### src/rtl/fib_pkg.sv
// Shared state encoding and leaf indices for the stack-driven sequence engine.
package fib_pkg;

  typedef enum logic [2:0] {IDLE, LOAD, POP, EVAL, PUSH1, PUSH2, FIN} state_e;

  localparam int LEAF0 = 0;
  localparam int LEAF1 = 1;

endpackage

### src/rtl/fib_lifo.sv
// LIFO of pending indices: synchronous push/pop, registered read data, async reset
// plus a synchronous clear. A push while full is dropped; the caller sees it through full.
module fib_lifo #(
  parameter int W     = 5,
  parameter int DEPTH = 16,
  parameter int PTR_W = $clog2(DEPTH + 1)
) (
  input  logic             clk,
  input  logic             rst_n,
  input  logic             clr,
  input  logic             push,
  input  logic             pop,
  input  logic [W-1:0]     wdata,
  output logic [W-1:0]     rdata,
  output logic             empty,
  output logic             full,
  output logic [PTR_W-1:0] count
);

  localparam int AW = (DEPTH > 1) ? $clog2(DEPTH) : 1;

  logic [W-1:0]     mem_q [DEPTH];
  logic [W-1:0]     rdata_q;
  logic [PTR_W-1:0] count_q, count_d;
  logic [AW-1:0]    wr_idx, rd_idx;
  logic             do_push, do_pop;

  assign full    = (count_q == PTR_W'(DEPTH));
  assign empty   = (count_q == '0);
  assign do_push = push & ~full;
  assign do_pop  = pop & ~empty;
  assign wr_idx  = AW'(count_q);
  assign rd_idx  = AW'(count_q - PTR_W'(1));
  assign rdata   = rdata_q;
  assign count   = count_q;

  always_comb begin
    count_d = count_q;
    if (clr)          count_d = '0;
    else if (do_push) count_d = count_q + PTR_W'(1);
    else if (do_pop)  count_d = count_q - PTR_W'(1);
  end

  always_ff @(posedge clk or negedge rst_n) begin
    if (!rst_n) count_q <= '0;
    else        count_q <= count_d;
  end

  always_ff @(posedge clk) begin
    if (do_push) mem_q[wr_idx] <= wdata;
    if (do_pop)  rdata_q       <= mem_q[rd_idx];
  end

  push_pop_exclusive: assert property (@(posedge clk) disable iff (!rst_n) !(push && pop));

endmodule

### src/rtl/fib_stack_engine.sv
// Second-order sequence engine G(k)=G(k-1)+G(k-2) with seeds base0/base1, evaluated
// by explicit recursion on a LIFO of pending indices; start/busy/done handshake.
module fib_stack_engine
  import fib_pkg::*;
#(
  parameter int N_W    = 5,
  parameter int DATA_W = 32,
  parameter int DEPTH  = 16,
  parameter int PTR_W  = $clog2(DEPTH + 1)
) (
  input  logic              clk,
  input  logic              rst_n,
  input  logic              start,
  input  logic [N_W-1:0]    n_in,
  input  logic [DATA_W-1:0] base0,
  input  logic [DATA_W-1:0] base1,
  output logic              busy,
  output logic              done,
  output logic [DATA_W-1:0] result,
  output logic              ovf,
  output logic              stack_err,
  output logic [PTR_W-1:0]  peak
);

  state_e              state_q, state_d;
  logic [N_W-1:0]      n_q;
  logic [DATA_W-1:0]   base0_q, base1_q;
  logic [DATA_W-1:0]   acc_q, acc_d, result_q, result_d, leaf;
  logic [DATA_W:0]     sum;
  logic                ovf_q, ovf_d, err_q, err_d;
  logic [PTR_W-1:0]    peak_q, peak_d, cnt_inc;
  logic                latch, push, pop, clr;
  logic [N_W-1:0]      wdata, k;
  logic                empty, full;
  logic [PTR_W-1:0]    count;

  fib_lifo #(.W(N_W), .DEPTH(DEPTH), .PTR_W(PTR_W)) u_lifo (
    .clk   (clk),
    .rst_n (rst_n),
    .clr   (clr),
    .push  (push),
    .pop   (pop),
    .wdata (wdata),
    .rdata (k),
    .empty (empty),
    .full  (full),
    .count (count)
  );

  assign leaf    = (k == N_W'(LEAF0)) ? base0_q : base1_q;
  assign sum     = {1'b0, acc_q} + {1'b0, leaf};
  assign cnt_inc = count + PTR_W'(1);

  always_comb begin
    state_d  = state_q;
    acc_d    = acc_q;
    ovf_d    = ovf_q;
    err_d    = err_q;
    peak_d   = peak_q;
    result_d = result_q;
    latch    = 1'b0;
    push     = 1'b0;
    pop      = 1'b0;
    clr      = 1'b0;
    wdata    = '0;
    case (state_q)
      IDLE: if (start) begin
        latch   = 1'b1;
        clr     = 1'b1;
        acc_d   = '0;
        ovf_d   = 1'b0;
        err_d   = 1'b0;
        peak_d  = '0;
        state_d = LOAD;
      end
      LOAD: begin
        push    = 1'b1;
        wdata   = n_q;
        state_d = POP;
      end
      POP: begin
        pop     = 1'b1;
        state_d = EVAL;
      end
      EVAL: if (k <= N_W'(LEAF1)) begin
        acc_d   = sum[DATA_W-1:0];
        ovf_d   = ovf_q | sum[DATA_W];
        state_d = empty ? FIN : POP;
      end else begin
        state_d = PUSH1;
      end
      PUSH1: begin
        push    = 1'b1;
        wdata   = k - N_W'(1);
        state_d = PUSH2;
      end
      PUSH2: begin
        push    = 1'b1;
        wdata   = k - N_W'(2);
        state_d = POP;
      end
      FIN: begin
        clr     = 1'b1;
        state_d = IDLE;
      end
      default: state_d = IDLE;
    endcase
    // A push into a full LIFO aborts the job with a zero result.
    if (push) begin
      if (full) begin
        err_d   = 1'b1;
        state_d = FIN;
      end else if (cnt_inc > peak_q) begin
        peak_d = cnt_inc;
      end
    end
    if (state_d == FIN) result_d = err_d ? '0 : acc_d;
  end

  always_ff @(posedge clk or negedge rst_n) begin
    if (!rst_n) begin
      state_q  <= IDLE;
      acc_q    <= '0;
      result_q <= '0;
      ovf_q    <= 1'b0;
      err_q    <= 1'b0;
      peak_q   <= '0;
    end else begin
      state_q  <= state_d;
      acc_q    <= acc_d;
      result_q <= result_d;
      ovf_q    <= ovf_d;
      err_q    <= err_d;
      peak_q   <= peak_d;
    end
  end

  always_ff @(posedge clk) begin
    if (latch) begin
      n_q     <= n_in;
      base0_q <= base0;
      base1_q <= base1;
    end
  end

  assign busy      = (state_q != IDLE);
  assign done      = (state_q == FIN);
  assign result    = result_q;
  assign ovf       = ovf_q;
  assign stack_err = err_q;
  assign peak      = peak_q;

endmodule
### config.mk
export PLATFORM = sky130hd
export DESIGN_NAME = fib_stack_engine
export DESIGN_NICKNAME = d
export VERILOG_FILES = /design/src/rtl/fib_pkg.sv /design/src/rtl/fib_lifo.sv /design/src/rtl/fib_stack_engine.sv
export SDC_FILE = /design/constraint.sdc
export NUM_CORES = 1
export LEC_CHECK = 0
export CORE_UTILIZATION = 30
export CTS_CLUSTER_SIZE = 25
export DETAILED_ROUTE_END_ITERATION = 10
export HOLD_SLACK_MARGIN = 0.03
export PLACE_DENSITY = 0.6
export SLEW_MARGIN = 20
export SYNTH_ARGS = -nofsm -noshare
export SYNTH_HDL_FRONTEND = slang
export SYNTH_SLANG_ARGS = --single-unit
### constraint.sdc
create_clock -name clk -period 7 [get_ports clk]
set_clock_uncertainty 0.1 [all_clocks]
set_input_delay 1.05 -clock clk [delete_from_list [all_inputs] [get_ports clk]]
set_output_delay 1.05 -clock clk [all_outputs]
set_load 0.005 [all_outputs]
Yosys cells after proc, flatten, opt, wreduce, memory -nomap -nowiden. Memory sizes are Yosys's and may differ from the RTL's. A register that Yosys moved wholly into a read port is not among the register bits. Index checks and enable logic that the tools add are counted. Widths: inputs -> output; s select.

Output and inout port bits: 41. Flip-flop bits (word level): 148. Memory bits (writable): 80. Bits of input ports: 72. Memories: 1. Logic and storage cells: 76.

Memory list: u_lifo.mem_q (words 16, width 5, read ports 1, clocked after Yosys merged registers in 1, write ports 1, RTL line fib_lifo.sv:22) `logic [W-1:0] mem_q [DEPTH];`.

$add $sub $neg: 5. Reductions and logical operators: 9. Multiplexer cells: 34. Eq/ne operators: 10. Order comparisons: 2. Bitwise operators: 5.

Operators by type and width (count): $mux 32 (4); $pmux 32 s2 (1); $mux 5 (8); $add 32x32->33 (1); $mux 3 (5); $pmux 3 s5 (1); $pmux 5 s3 (1); $eq 3x3->1 const B (4); $mux 1 (12); $logic_not 5->1 (2); $sub 5x1->5 const B (2); $eq 3x2->1 const B (2); $reduce_bool 3->1 (2); $add 5x1->5 const B (1); $eq 5x5->1 const B (1); $gt 5x5->1 (1); $le 5x1->1 const B (1); $sub 5x2->5 const B (1); $ne 2x2->1 const B (2); $pmux 1 s2 (2); $eq 3x1->1 const B (1); $logic_not 3->1 (1); $reduce_and 3->1 (1); $reduce_or 3->1 (1); other kinds (5) (7).

Longest topological paths before layout.
Depth after elaboration: 7. Gate-level depth with buffers: 15. Depth with buffers taken out: 14.

Cells and area by module. A second synthesis with hierarchy kept.

Cells, all modules: 888. Area, all modules: 11193.2 µm².

By module, submodules not included: fib_stack_engine (cells an instance 644, sequential area each 3923.8 µm², times used 1, area an instance 7425.9 µm²); fib_lifo (cells an instance 244, sequential area each 2677.6 µm², times used 1, area an instance 3767.4 µm²).

Worst setup path before layout. No wires, ideal clock.

Path kind: register -> register. From: register u_lifo.rdata_q[1], in the netlist u_lifo.rdata[1] (read register of u_lifo.mem_q). To: register result_q[22], in the netlist result[22]. Arrival time: 4.019 ns. Path buffers: 1. Path slack: 2.760 ns. Period minus slack after synthesis: 4.240 ns. Cell stages (with the launch flop): 16. Cells stage by stage: edfxtp_1 inv_1 ha_1 nor4b_1 clkbuf_1 mux2_2 ha_1 fa_1 a21oi_1 o211ai_1 a211o_1 a21oi_1 nand2b_1 a211oi_1 o31ai_1 a22o_1.

Longest elaborated chain between the ends: 6.

RTL lines: start, declared (RTL line fib_lifo.sv:23) `logic [W-1:0] rdata_q;`; $logic_not 5->1 (RTL line fib_stack_engine.sv:50) `assign leaf = (k == N_W'(LEAF0)) ? base0_q : base1_q;`; $mux 32 (RTL line fib_stack_engine.sv:50); $add 32x32->33 (RTL line fib_stack_engine.sv:51) `assign sum = {1'b0, acc_q} + {1'b0, leaf};`; $mux 32 * (RTL line fib_stack_engine.sv:85) `EVAL: if (k <= N_W'(LEAF1)) begin`; $pmux 32 s2 * (RTL line fib_stack_engine.sv:66) `case (state_q)`; net acc_d[22] (RTL line fib_stack_engine.sv:28) `logic [DATA_W-1:0] acc_q, acc_d, result_q, result_d, leaf;`; $mux 32 * (RTL line fib_stack_engine.sv:117) `if (state_d == FIN) result_d = err_d ? '0 : acc_d;`; end signal, assigned (RTL line fib_stack_engine.sv:131) `result_q <= result_d;`; end, declared (RTL line fib_stack_engine.sv:28).

The timed path passes the listed nets; every way through them passes the cells marked *. A chain may end at the register's enable or synchronous reset.

Worst setup path after layout.
From: register u_lifo.rdata_q[1], in the netlist u_lifo.rdata[1] (read register of u_lifo.mem_q). To: register result_q[31], in the netlist result[31].

Longest elaborated chain between the ends: 6.

RTL lines (RTL line): $logic_not 5->1 / $le 5x1->1 (equally long branches) (fib_stack_engine.sv:50, fib_stack_engine.sv:85); $mux 32 / $mux 3 (equally long branches) (fib_stack_engine.sv:50, fib_stack_engine.sv:85); $add 32x32->33 / $pmux 3 s5 (equally long branches) (fib_stack_engine.sv:51, fib_stack_engine.sv:66); $mux 32 / $mux 3 (equally long branches) (fib_stack_engine.sv:85, fib_stack_engine.sv:110); $pmux 32 s2 / $mux 3 (equally long branches) (fib_stack_engine.sv:66, fib_stack_engine.sv:109); $mux 32 / $eq 3x3->1 (equally long branches) (fib_stack_engine.sv:117).

Parallel ways exist; a longest one is shown, timed or not.

==> summary.md <==
| Metric | Value |
|---|---|
| Status | `completed` |
| Final period utilization | `64.9%` |
| Max-Cap Viols | `0` |
| Boundary pin count | `roughly 110` |
| Fillers | `3406` |
| CP Data Required Time | `about 7.3 ns` |
| DRC violations left | `0` |
| Final setup violation count | `0` |
| Synthesized area | `~11000 um^2` |
| Layout cells sized above 1 | `approximately an eighth` |
| Post-synth EDFFs | `between 150 and 200` |
| Clock Tree Root | `clkbuf_16` |
| Final TNS setup | `0 ns` |
| Design Power | `~5.4 mW` |
| Post-Synth Simple-Gate Area | `8.16%` |
| Compound-Gate Fraction of Synth Area | `between 10% and 20%` |
| Vias in the first global route | `roughly 7100` |
| Sequential Power Share | `38.7%` |
| Clk_lat worst skew | `0.52 ns` |
| Peak supply drop | `0.000167 V` |
| Largest family of logic cells by synthesized area | `compound AO/OA/AOI/OAI gates` |
| Adder-Cell Fraction of Synth Area | `under 10%` |
| Die H | `between 150 and 200 um` |
| Synth area leader | `edfxtp_1` |
| Via count | `roughly 6900` |
| Synth top area share | `a little over two fifths` |
| Sw Ratio | `about a third` |
| Pre-Repair DR Iteration Count | `4` |
| CTS resizes | `0` |
| Num CTS Buffers | `25` |
| Vias/cell | `4.91` |
| Post-Route Utilization | `between 30% and 40%` |
| Dominant cells by area after synthesis | `edfxtp_1 (42%), dfrtp_1 (18%), ha_1 (6.0%)` |
| Async set-reset flop share out of synthesis | `between 30% and 40%` |
| Worst slack at placement | `~2.4 ns` |
| Critical Path Start Type | `flip-flop` |
| Syn Inst Count | `between 800 and 900` |
| Register area share after synthesis | `between 50% and 60%` |
| Min-delay worst type | `flip-flop to flip-flop` |
| Initial Util | `30.7%` |
| Die Wd | `about 190 um` |
| Core Region | `~36000 um^2` |
| Cell internal pwr | `about 3.6 mW` |
| Clock power share | `a little under a quarter` |
| XOR/XNOR share of the synthesized area | `under 10%` |
| Comb pwr share | `approximately 37%` |
| ANT nets after route | `0` |
| Multi-input gate area | `about 4200 um^2` |
| Clock Sinks | `between 200 and 250` |
| Initial antenna violation count | `0` |
| Max clock buf depth | `3` |
| Final Max Tran Viols | `0` |
| Total GRT Usage | `a little over an eighth` |
| RSZ-0062 raised after global routing | `no` |
| Worst Path Arrival | `about 4.9 ns` |
| R2R Setup Slk | `between 2 and 2.5 ns` |
| H-tree depth | `1` |
| Critical path peak fanout | `29` |
| Hold_ws | `approximately 0.39 ns` |
| NumNets Final | `approximately 1100` |
| Starting DRT DRC Count | `between 500 and 600` |
| Largest net degree at the start of global routing | `80` |
| Critical path's largest stage delay | `between 0.5 and 0.6 ns` |
| Die area | `roughly 38000 um^2` |
| First-pass GRT wire length | `roughly 40000 um` |
| CTS tree | `built` |
| Worst setup margin | `between 2 and 2.5 ns` |
| Synth warn | `0` |
| Number of diodes | `0` |
| CP Class | `flip-flop to flip-flop` |
| Minimum clock period | `~4.5 ns` |
| Pwr Density | `400 nW/um^2` |
| Syn nets | `between 900 and 1000` |
| PortBufs | `112` |
| Global route overflow | `0` |
| Psw | `1.81 mW` |
| LEAKAGE | `around 5.3 nW` |
| Syn-to-layout area delta | `21.7%` |
| Postcts setup bufs | `0` |
| Rows | `approximately 70` |
| Final Hold Viols | `0` |
| Hold buffer count at CTS | `0` |
| Mux share of post-synthesis cell area | `8.93%` |
| Design Area, Final | `13400 um^2` |
| Worst-Margin Slew | `1.11 ns` |
| Unique masters post-synth | `slightly below 70` |
| Worst-path clk slew | `0.06 ns` |
| Register area | `roughly 6600 um^2` |
| Cell Chain, Critical Path | `inv_1 > ha_1 > nor4b_2 > buf_4 > mux2_2 > ha_1 > a21o_1 > a211o_1 > a211oi_2 > o21a_4 > o311ai_4 > a311o_1 > a211o_1 > o21ai_1` |
| Synth Area per Inst | `~13 um^2` |
| Final wirelength | `25500 um` |
| Slew HR | `25.9%` |
| Max stage delay cell, worst path | `buf_4` |
| Placed Cells incl. Taps | `between 1000 and 1500` |
| Post-DP HPWL | `18000 um` |
| Gpl congestion | `0.816` |
| Fin cells | `approximately 1400` |
| CP endpoint kind | `flip-flop` |
| Post-Place Cell Area | `between 10000 and 15000 um^2` |
| Main flop type after synthesis | `edfxtp_1` |
| Synthesized flop and latch total | `about 230` |
| Fmax | `between 0.2 and 0.25 GHz` |
| Wire per inst | `~18 um` |
-- cells by family (layout without fill, tap and decap cells) --
kind of cell | count (synthesis) | after routing
AO/OA/AOI/OAI | 189 | 189
XOR/XNOR | 35 | 35
adder cells (fa/ha/maj) | 54 | 54
buffers and inverters | 64 | 190
flip-flops | 233 | 233
multiplexers | 63 | 63
AND/OR/NAND/NOR | 190 | 190
-- metal layers --
layer,GRT usage (%),share of wire [%]
met1,18.1,45
met2,22.5,47
met3,2.35,5.2
met4,3.59,2.3
met5,0,0
-- worst paths after layout --
kind / start / cells past startpoint / to
setup reg to reg: u_lifo.rdata[1] / 14 / result[31]
hold / removal: result[28] / 2 / result[28]
max in group asynchronous: rst_n / 1 / result[2]
min in group asynchronous: rst_n / 1 / acc_q[14]
hold reg to reg: result[28] / 2 / result[28]
setup / recovery: u_lifo.rdata[1] / 14 / result[31]
-- critical path: cells and delay by family (launching register included) --
kind,cells,cell delay [ns]
compound gates,8,1.86
mux,1,0.39
buf+inv,2,0.70
simple gates,1,0.50
flops,1,0.37
fa+ha+maj,2,0.55
-- synth_stat cells (25+ instances only) --
cell type	n
o21ai_0	30
mux2_2	34
nor2_1	42
clkbuf_1	28
dfrtp_1	79
mux4_2	25
nand2_1	56
nand3_1	35
inv_1	27
ha_1	53
a21oi_1	37
edfxtp_1	154
-- power groups by stage --
stage	registers, mW	clock network (mW)	logic [mW]
6_report	2.08	1.29	2.00
5_1_grt	2.11	1.37	2.23
4_1_cts	2.08	1.33	2.02
3_5_place_dp	2.10	0	2.02
3_3_place_gp	2.10	0	2.01
2_1_floorplan	2.02	0	1.40
-- cell usage in the layout, fill, tap and decap left out, drive strengths merged, types with 10 or more instances in the layout --
master         synthesis  routed
clkdlybuf4s50          0     111
mux4                  25      25
clkbuf                31      30
xnor2                 17      17
a22o                  18      18
nand3                 36      36
mux2                  34      34
nand2                 56      56
a21oi                 38      38
o21ai                 48      48
edfxtp               154     154
inv                   28      29
and3                  10      10
nor3                  11      11
nor2                  42      42
xor2                  18      18
o31ai                 15      15
dfrtp                 79      79
ha                    53      53
a21o                  21      21
-- layout make-up --
class | count | area share, %
clock buffer | 30 | 4.94
clock inverter | 14 | 1.01
inverter | 28 | 0.782
multi-input combinational | 531 | 31.2
sequential | 233 | 49.1
tap | 461 | 4.29
timing repair buffer | 118 | 8.69
-- flip-flops by register name (all words and copies together), names as in the netlist, 3 cells and up --
name / flops
peak: 5
u_lifo.rdata: 5
base1_q: 32
state_q: 3
n_q: 5
u_lifo.count: 5
result: 32
u_lifo.mem_q: 80
base0_q: 32
acc_q: 32
(Power assumes the default switching activity.)
